`config.mk`:
```
export PLATFORM = sky130hd
export DESIGN_NAME = fetch_unit
export DESIGN_NICKNAME = d
export VERILOG_FILES = /design/src/rtl/fetch_unit.sv
export SDC_FILE = /design/constraint.sdc
export NUM_CORES = 1
export LEC_CHECK = 0
export CORE_AREA = 10 10 155 121
export CTS_CLUSTER_DIAMETER = 60
export CTS_CLUSTER_SIZE = 24
export DETAILED_ROUTE_END_ITERATION = 8
export DIE_AREA = 0 0 165 131
export PLACE_DENSITY_LB_ADDON = 0.1
export SKIP_CTS_REPAIR_TIMING = 1
export SKIP_LAST_GASP = 1
export SLEW_MARGIN = 20
export SYNTH_ARGS = -nofsm -noshare
export SYNTH_HDL_FRONTEND = slang
export SYNTH_SLANG_ARGS = --single-unit
```
`constraint.sdc`:
```
create_clock -name clk -period 2.6 [get_ports clk]
set_clock_uncertainty 0.2 [all_clocks]
set_input_delay 0.52 -clock clk [delete_from_list [all_inputs] [get_ports clk]]
set_output_delay 0.52 -clock clk [all_outputs]
set_load 0.01 [all_outputs]
```
`src/rtl/fetch_unit.sv`:
```
// fetch_unit: instruction fetch stage with a single outstanding memory
// request and an F/D pipeline register. A redirect always wins: it flushes
// F/D, reloads the PC and, if a request is still in flight, arranges for
// its response to be thrown away.
// Optional macro FETCH_MISALIGN_CHECK_EN: reject redirects whose target is
// not word aligned and report them on misalign_err. Without it, redirect
// targets are forced to word alignment.
module fetch_unit #(
    parameter int unsigned       N_BITS   = 32,
    parameter logic [N_BITS-1:0] RESET_PC = '0
) (
    input  logic              clk,
    input  logic              rst_n,
    output logic              imem_req_valid,
    input  logic              imem_req_ready,
    output logic [N_BITS-1:0] imem_req_addr,
    input  logic              imem_rsp_valid,
    input  logic [N_BITS-1:0] imem_rsp_data,
    input  logic              redirect_valid,
    input  logic [N_BITS-1:0] redirect_pc,
    output logic              fd_valid,
    input  logic              fd_ready,
    output logic [N_BITS-1:0] fd_pc,
    output logic [N_BITS-1:0] fd_pc_plus_4,
    output logic [N_BITS-1:0] fd_instr
`ifdef FETCH_MISALIGN_CHECK_EN
    ,
    output logic              misalign_err
`endif
);

    // S_REQ: may issue; S_WAIT: request in flight; S_DROP: in-flight
    // response belongs to a flushed path and must be discarded.
    typedef enum logic [1:0] {
        S_REQ  = 2'd0,
        S_WAIT = 2'd1,
        S_DROP = 2'd2
    } state_t;

    state_t            state_q;
    state_t            state_d;
    logic              run_q;
    logic [N_BITS-1:0] pc_q;
    logic [N_BITS-1:0] pc_plus_4;
    logic              req_fire;
    logic              rsp_load;
    logic              redirect_take;
    logic [N_BITS-1:0] redirect_target;

    assign pc_plus_4     = pc_q + N_BITS'(4);
    assign imem_req_addr = pc_q;

`ifdef FETCH_MISALIGN_CHECK_EN
    logic redirect_misaligned;

    assign redirect_misaligned = redirect_valid && (redirect_pc[1:0] != 2'b00);
    assign redirect_take       = redirect_valid && !redirect_misaligned;
    assign redirect_target     = redirect_pc;

    // One-cycle error pulse for every rejected (misaligned) redirect.
    always_ff @(posedge clk or negedge rst_n) begin
        if (!rst_n) begin
            misalign_err <= 1'b0;
        end else begin
            misalign_err <= redirect_misaligned;
        end
    end
`else
    assign redirect_take   = redirect_valid;
    assign redirect_target = redirect_pc & ~N_BITS'(3);
`endif

    // State register; run_q holds off the first request until one clock
    // edge after reset release so nothing is requested while in reset.
    always_ff @(posedge clk or negedge rst_n) begin
        if (!rst_n) begin
            state_q <= S_REQ;
            run_q   <= 1'b0;
        end else begin
            // NOTE: sequential state uses non-blocking assignments so every
            // flop samples pre-edge values regardless of block ordering.
            state_q <= state_d;
            run_q   <= 1'b1;
        end
    end

    // Next-state and request handshake; redirect is evaluated first.
    always_comb begin
        // NOTE: every output of this block gets a default here so no path
        // leaves it unassigned, which would otherwise infer a latch.
        state_d        = state_q;
        imem_req_valid = 1'b0;
        req_fire       = 1'b0;
        rsp_load       = 1'b0;
        unique case (state_q)
            S_REQ: begin
                // Issue only when the F/D slot is empty or drains this cycle.
                imem_req_valid = run_q && (!fd_valid || fd_ready);
                req_fire       = imem_req_valid && imem_req_ready;
                if (redirect_take) begin
                    state_d = req_fire ? S_DROP : S_REQ;
                end else if (req_fire) begin
                    state_d = S_WAIT;
                end
            end
            S_WAIT: begin
                if (redirect_take) begin
                    state_d = imem_rsp_valid ? S_REQ : S_DROP;
                end else if (imem_rsp_valid) begin
                    rsp_load = 1'b1;
                    state_d  = S_REQ;
                end
            end
            S_DROP: begin
                if (imem_rsp_valid) begin
                    state_d = S_REQ;
                end
            end
            default: state_d = S_REQ;
        endcase
    end

    // Program counter: redirect target, else sequential advance on a fill.
    always_ff @(posedge clk or negedge rst_n) begin
        if (!rst_n) begin
            pc_q <= RESET_PC;
        end else if (redirect_take) begin
            pc_q <= redirect_target;
        end else if (rsp_load) begin
            pc_q <= pc_plus_4;
        end
    end

    // F/D register: flush on redirect, fill on response, drain on consume.
    always_ff @(posedge clk or negedge rst_n) begin
        if (!rst_n) begin
            fd_valid     <= 1'b0;
            fd_pc        <= '0;
            fd_pc_plus_4 <= '0;
            fd_instr     <= '0;
        end else if (redirect_take) begin
            fd_valid <= 1'b0;
        end else if (rsp_load) begin
            fd_valid     <= 1'b1;
            fd_pc        <= pc_q;
            fd_pc_plus_4 <= pc_plus_4;
            fd_instr     <= imem_rsp_data;
        end else if (fd_ready) begin
            fd_valid <= 1'b0;
        end
    end

endmodule
```
* Word-level counts from Yosys, hierarchy flattened
Cells that the tools add are included.
** Cells by class
- Add/sub/neg operators :: 1
- Equal/unequal tests :: 3
- Mux-type cells :: 16
- Bitwise gates (word level) :: 1
- Reduce and logical (&&, ||, !) cells :: 8
** Operator list (number)
- 32-bit 2-to-1 mux :: 2
- 32-bit by 3-bit adder with 32-bit output (second input constant) :: 1
- 2-bit 2-to-1 mux :: 6
- 1-bit 2-to-1 mux :: 7
- 2-bit case mux with 3 select lines :: 1
- 3-bit inequality test (second input constant) :: 1
- 3-bit nonzero test :: 1
- 2-bit by 1-bit == test with 1-bit output (second input constant) :: 1
- 2-bit == test (second input constant) :: 1
- 1-bit logical AND :: 2
- 2-bit zero test :: 1
- 2-bit AND reduction :: 1
- 2-bit nonzero test :: 1
- 1-bit zero test :: 1
- 1-bit logical OR :: 1
- 1-bit inverter :: 1
** Storage, ports and cells
- Register bits :: 132
- Bits of input ports :: 70
- Output and inout port bits :: 130
- Logic and storage cells :: 36

* Longest topological paths before layout
Gate-level depths: netlist (run 1).
- Depth after elaboration :: 7
- Mapped depth :: 8
- Depth with buffers taken out :: 5

* Least setup slack after synthesis (run 1)
OpenSTA, ideal clock, no wires.
- Path kind :: reg-to-reg
- From :: register pc_q[3], in the netlist imem_req_addr[3]
- To :: register pc_q[24], in the netlist imem_req_addr[24]
- Setup time :: 0.082 ns
- Data arrival time :: 2.119 ns
- Required time :: 2.318 ns
- Path slack :: 0.199 ns
- Cell stages (with the launch flop) :: 7
- Buffers on the path :: 1
- Cells stage by stage :: dfrtp_1 > ha_1 > nand3_1 > or4_1 > buf_2 > or4_1 > a31oi_1
** On the way
- Word-level cells in the longest chain between the ends :: 3
** Ends and longest elaborated chain
- start: declaration :: RTL line 43 : logic [N_BITS-1:0] pc_q;
- start signal: assignment :: RTL line 128 : pc_q <= redirect_target;
- start signal: assignment :: RTL line 130 : pc_q <= pc_plus_4;
- 32-bit by 3-bit adder with 32-bit output :: RTL line 50 : assign pc_plus_4 = pc_q + N_BITS'(4);
- 32-bit 2-to-1 mux :: RTL line 129 : end else if (rsp_load) begin
- 32-bit 2-to-1 mux :: RTL line 127 : end else if (redirect_take) begin
Every way passes these cells. The select of a mux whose other input is x is not followed.
A chain may end at the register's enable or synchronous reset.

* Final worst setup path (run 1)
- From :: register pc_q[2], in the netlist imem_req_addr[2]
- To :: register pc_q[27], in the netlist imem_req_addr[27]
The elaborated chain is that of the path after synthesis.

==> results of run 1 <==
-- layer usage --
layer / track usage [%] / up-vias / part of all wire [%]
met5: 0 / - / 0
met4: 4.262 / 0 / 0.75
met3: 7.846 / 11 / 9.8
met2: 28.33 / 189 / 47
met1: 22.49 / 2680 / 42
li1: - / 2677 / -
-- sequential cells by signal, indices dropped and copies added, names as in the netlist --
name           cells
fd_instr          32
fd_pc             30
fd_pc_plus_4      30
fd_valid           1
imem_req_addr     30
run_q              1
state_q            2
-- power by group through the flow --
stage	clock network [mW]	registers [mW]	logic, mW
after floorplan	0	3.06	0.566
after global placement	0	2.81	2.31
after detailed placement	0	2.84	2.33
after CTS	2.33	2.81	2.34
after global routing	2.41	2.88	2.50
final	2.28	2.81	2.29
-- layout make-up --
cell class | count | area, um^2 | area share [%]
multi-input combinational | 486 | 2509 | 28.50
inverter | 7 | 26.28 | 0.2985
timing repair buffer | 235 | 2286 | 25.97
sequential | 126 | 3153 | 35.82
tap | 210 | 262.8 | 2.985
clock inverter | 11 | 118.9 | 1.350
clock buffer | 20 | 446.7 | 5.075
-- metrics by stage --
step,hold WS [ns],cell area (um^2),cells,setup slack (ns),power [mW]
final,0.2708,8802,1095,0.1666,7.372
after global routing,0.2938,8802,1095,0.04943,7.799
after CTS,-0.1062,8790,1094,0.03082,7.481
after detailed placement,0.2617,8224,1063,0.03085,5.164
after global placement,0.2567,8224,1063,0.001829,5.124
after floorplan,0.02441,5909,675,0.1993,3.621
-- cells by family after synthesis --
logic type | Yosys count
other cells | 2
simple gates | 355
fa+ha+maj | 1
xor+xnor | 23
mux | 2
compound gates | 98
buf+inv | 63
flops | 126
-- critical path, cell delays in order, from the launching register on --
cell and delay (ns):
dfrtp_1 0.35, buf_4 0.19, nand4_1 0.31, or4_4 0.61
or4_1 0.50, a31oi_1 0.20
-- how the worst max path moves through the flow --
stage	slack, ns	start	to
after detailed placement	0.03	fd_ready	imem_req_valid
after CTS	0.03	fd_ready	imem_req_valid
after floorplan	0.20	imem_req_addr[3]	imem_req_addr[24]
after global placement	0.002	fd_ready	imem_req_valid
after global routing	0.05	imem_req_addr[2]	imem_req_addr[31]
final	0.17	imem_req_addr[2]	imem_req_addr[27]
-- cell usage in the layout, fill, tap and decap left out, types with 17 or more instances in the layout --
cell type,netlist,routed
nand2_1,224,224
clkdlybuf4s50_1,0,189
dfrtp_1,126,126
buf_4,8,40
o21ai_0,33,33
nor2_1,32,32
or4_1,24,24
a31oi_1,24,24
xnor2_1,19,19
clkbuf_16,0,17
==> impl_results.md, run 1 <==
- Outcome: finished, final reports clean
- Yosys top cell by area: dfrtp_1
- Post-synthesis mux area share: 0.3398%
- Vias per cell: 5.075
- Post-synthesis register bit count: 126
- Overflow left after global routing: 0
- Synth async-reset ratio: 100.0%
- All-layer global routing usage: 18.05%
- Post-Synthesis Cells: 670
- R2R Path Start: imem_req_addr[2]
- Synth Area in XOR/XNOR: 3.420%
- Final Util: 56.01%
- Initial Utilization: 37.48%
- Routed via count: 5557
- Total wire length: 19630 um
- Share of layout cells above drive strength 1: 8.927%
- Syn Std Cell Area: 5891 um^2
- Flop pwr share: 38.1%
- Max clock buf depth: 2
- Initial antenna violation count: 0
- DRT Pass-1 Iters: 6
- Post-synth cell types: 47
- Worst setup EP type: flop
- Row count: 40
- Largest net degree at the start of global routing: 58
- Combinational family with the most area after synthesis: simple AND/OR/NAND/NOR gates
- Layout area overhead: 49.43%
- # diodes: 0
- Combinational Power Share: 31.0%
- Hold Path Cell Cnt: 2
- Syn avg cell area: 8.792 um^2
- RSZ-0062 raised after global routing: false
- Clock power frac: 30.9%
- Worst min-delay path category: reg2reg
- FILL cells: 1431
- Dpl hpwl: 14630 um
- Worst hold path startpoint: fd_instr[2]
- Crit share post-route: 93.59%
- Slew HR: 60.83%
- Peak VDD IR: 0.0005010 V
- Worst-path clk slew: 0.06 ns
- Leakage: 3.818 nW
- R2R Setup Slk: 0.17 ns
- Die Footprint: 21620 um^2
- Max-cap violations: 0
- Synth top area share: 53.53%
- Fin. max-slew vios: 0
- Switching power: 2.200 mW
- Clock sink count: 126
- TritonCTS clock tree: done
- Cts bufs inserted: 17
- FF-to-FF path depth: 5
- Top cells by count, synth: nand2_1 (224), dfrtp_1 (126), clkbuf_1 (33), o21ai_0 (33), nor2_1 (32)
- Net Sw Frac: 29.85%
- Core area: 15720 um^2
- Vias in the first global route: 5574
- WP data arrival: 2.56 ns
- Min-Delay Endpoint: fd_instr[2]
- Top cells by area, synth: dfrtp_1 (54%), nand2_1 (14%), or4_1 (3.1%)
- DRT iter0 DRCs: 301
- DR WL/cell: 17.93 um
- Die width: 165 um
- Ys Warns: 0
- Port bufs: 191
- Simple-gate share of the synthesized area: 27.53%
- Synth Area in Adders: 0.2124%
- Top-count cell post-synth: nand2_1
- Clock Latency Late Sink: 0.41 ns
- Final hold violations: 0
- IO Pins: 200
- Top fanout value on the critical path: 14
- Fmax: 411.0 MHz
- Register area share after synthesis: 53.53%
- Gp weighted congestion: 0.8526
- Critical path type: reg2reg
- CP Launch Type: flop
- Layout Nets: 944
- Compound-Gate Fraction of Synth Area: 10.11%
- Endpoints failing setup: 0
- PwrDens: 837.6 nW/um^2
- DRT antenna net count: 0
- Main synth FF type: dfrtp_1
- Critical R2R Capture: imem_req_addr[27]
- Period minus WS final: 2.433 ns
- Global-route wire length before repair: 30630 um
- Worst endpoint required time: 2.72 ns
- EDFF count, synth: 0
- Clock root buffer: clkbuf_16
- Worst slew pin tran: 0.5822 ns
- Setup TNS: 0 ns
- Die H: 131 um
- Internal: 5.172 mW
- H-tree depth: 4
- DRC viols: 0
Note: power is estimated with default switching activity, not from simulation.
==> inputs of run 2 (changes only) <==
--- a/config.mk
+++ b/config.mk
@@ -5,6 +5,7 @@
 export SDC_FILE = /design/constraint.sdc
 export NUM_CORES = 1
 export LEC_CHECK = 0
+export CAP_MARGIN = 20
 export CORE_AREA = 10 10 155 121
 export CTS_CLUSTER_DIAMETER = 60
 export CTS_CLUSTER_SIZE = 24
==> results of run 2 <==
No change in the layout: final DEF, timing and power equal those of run 1.
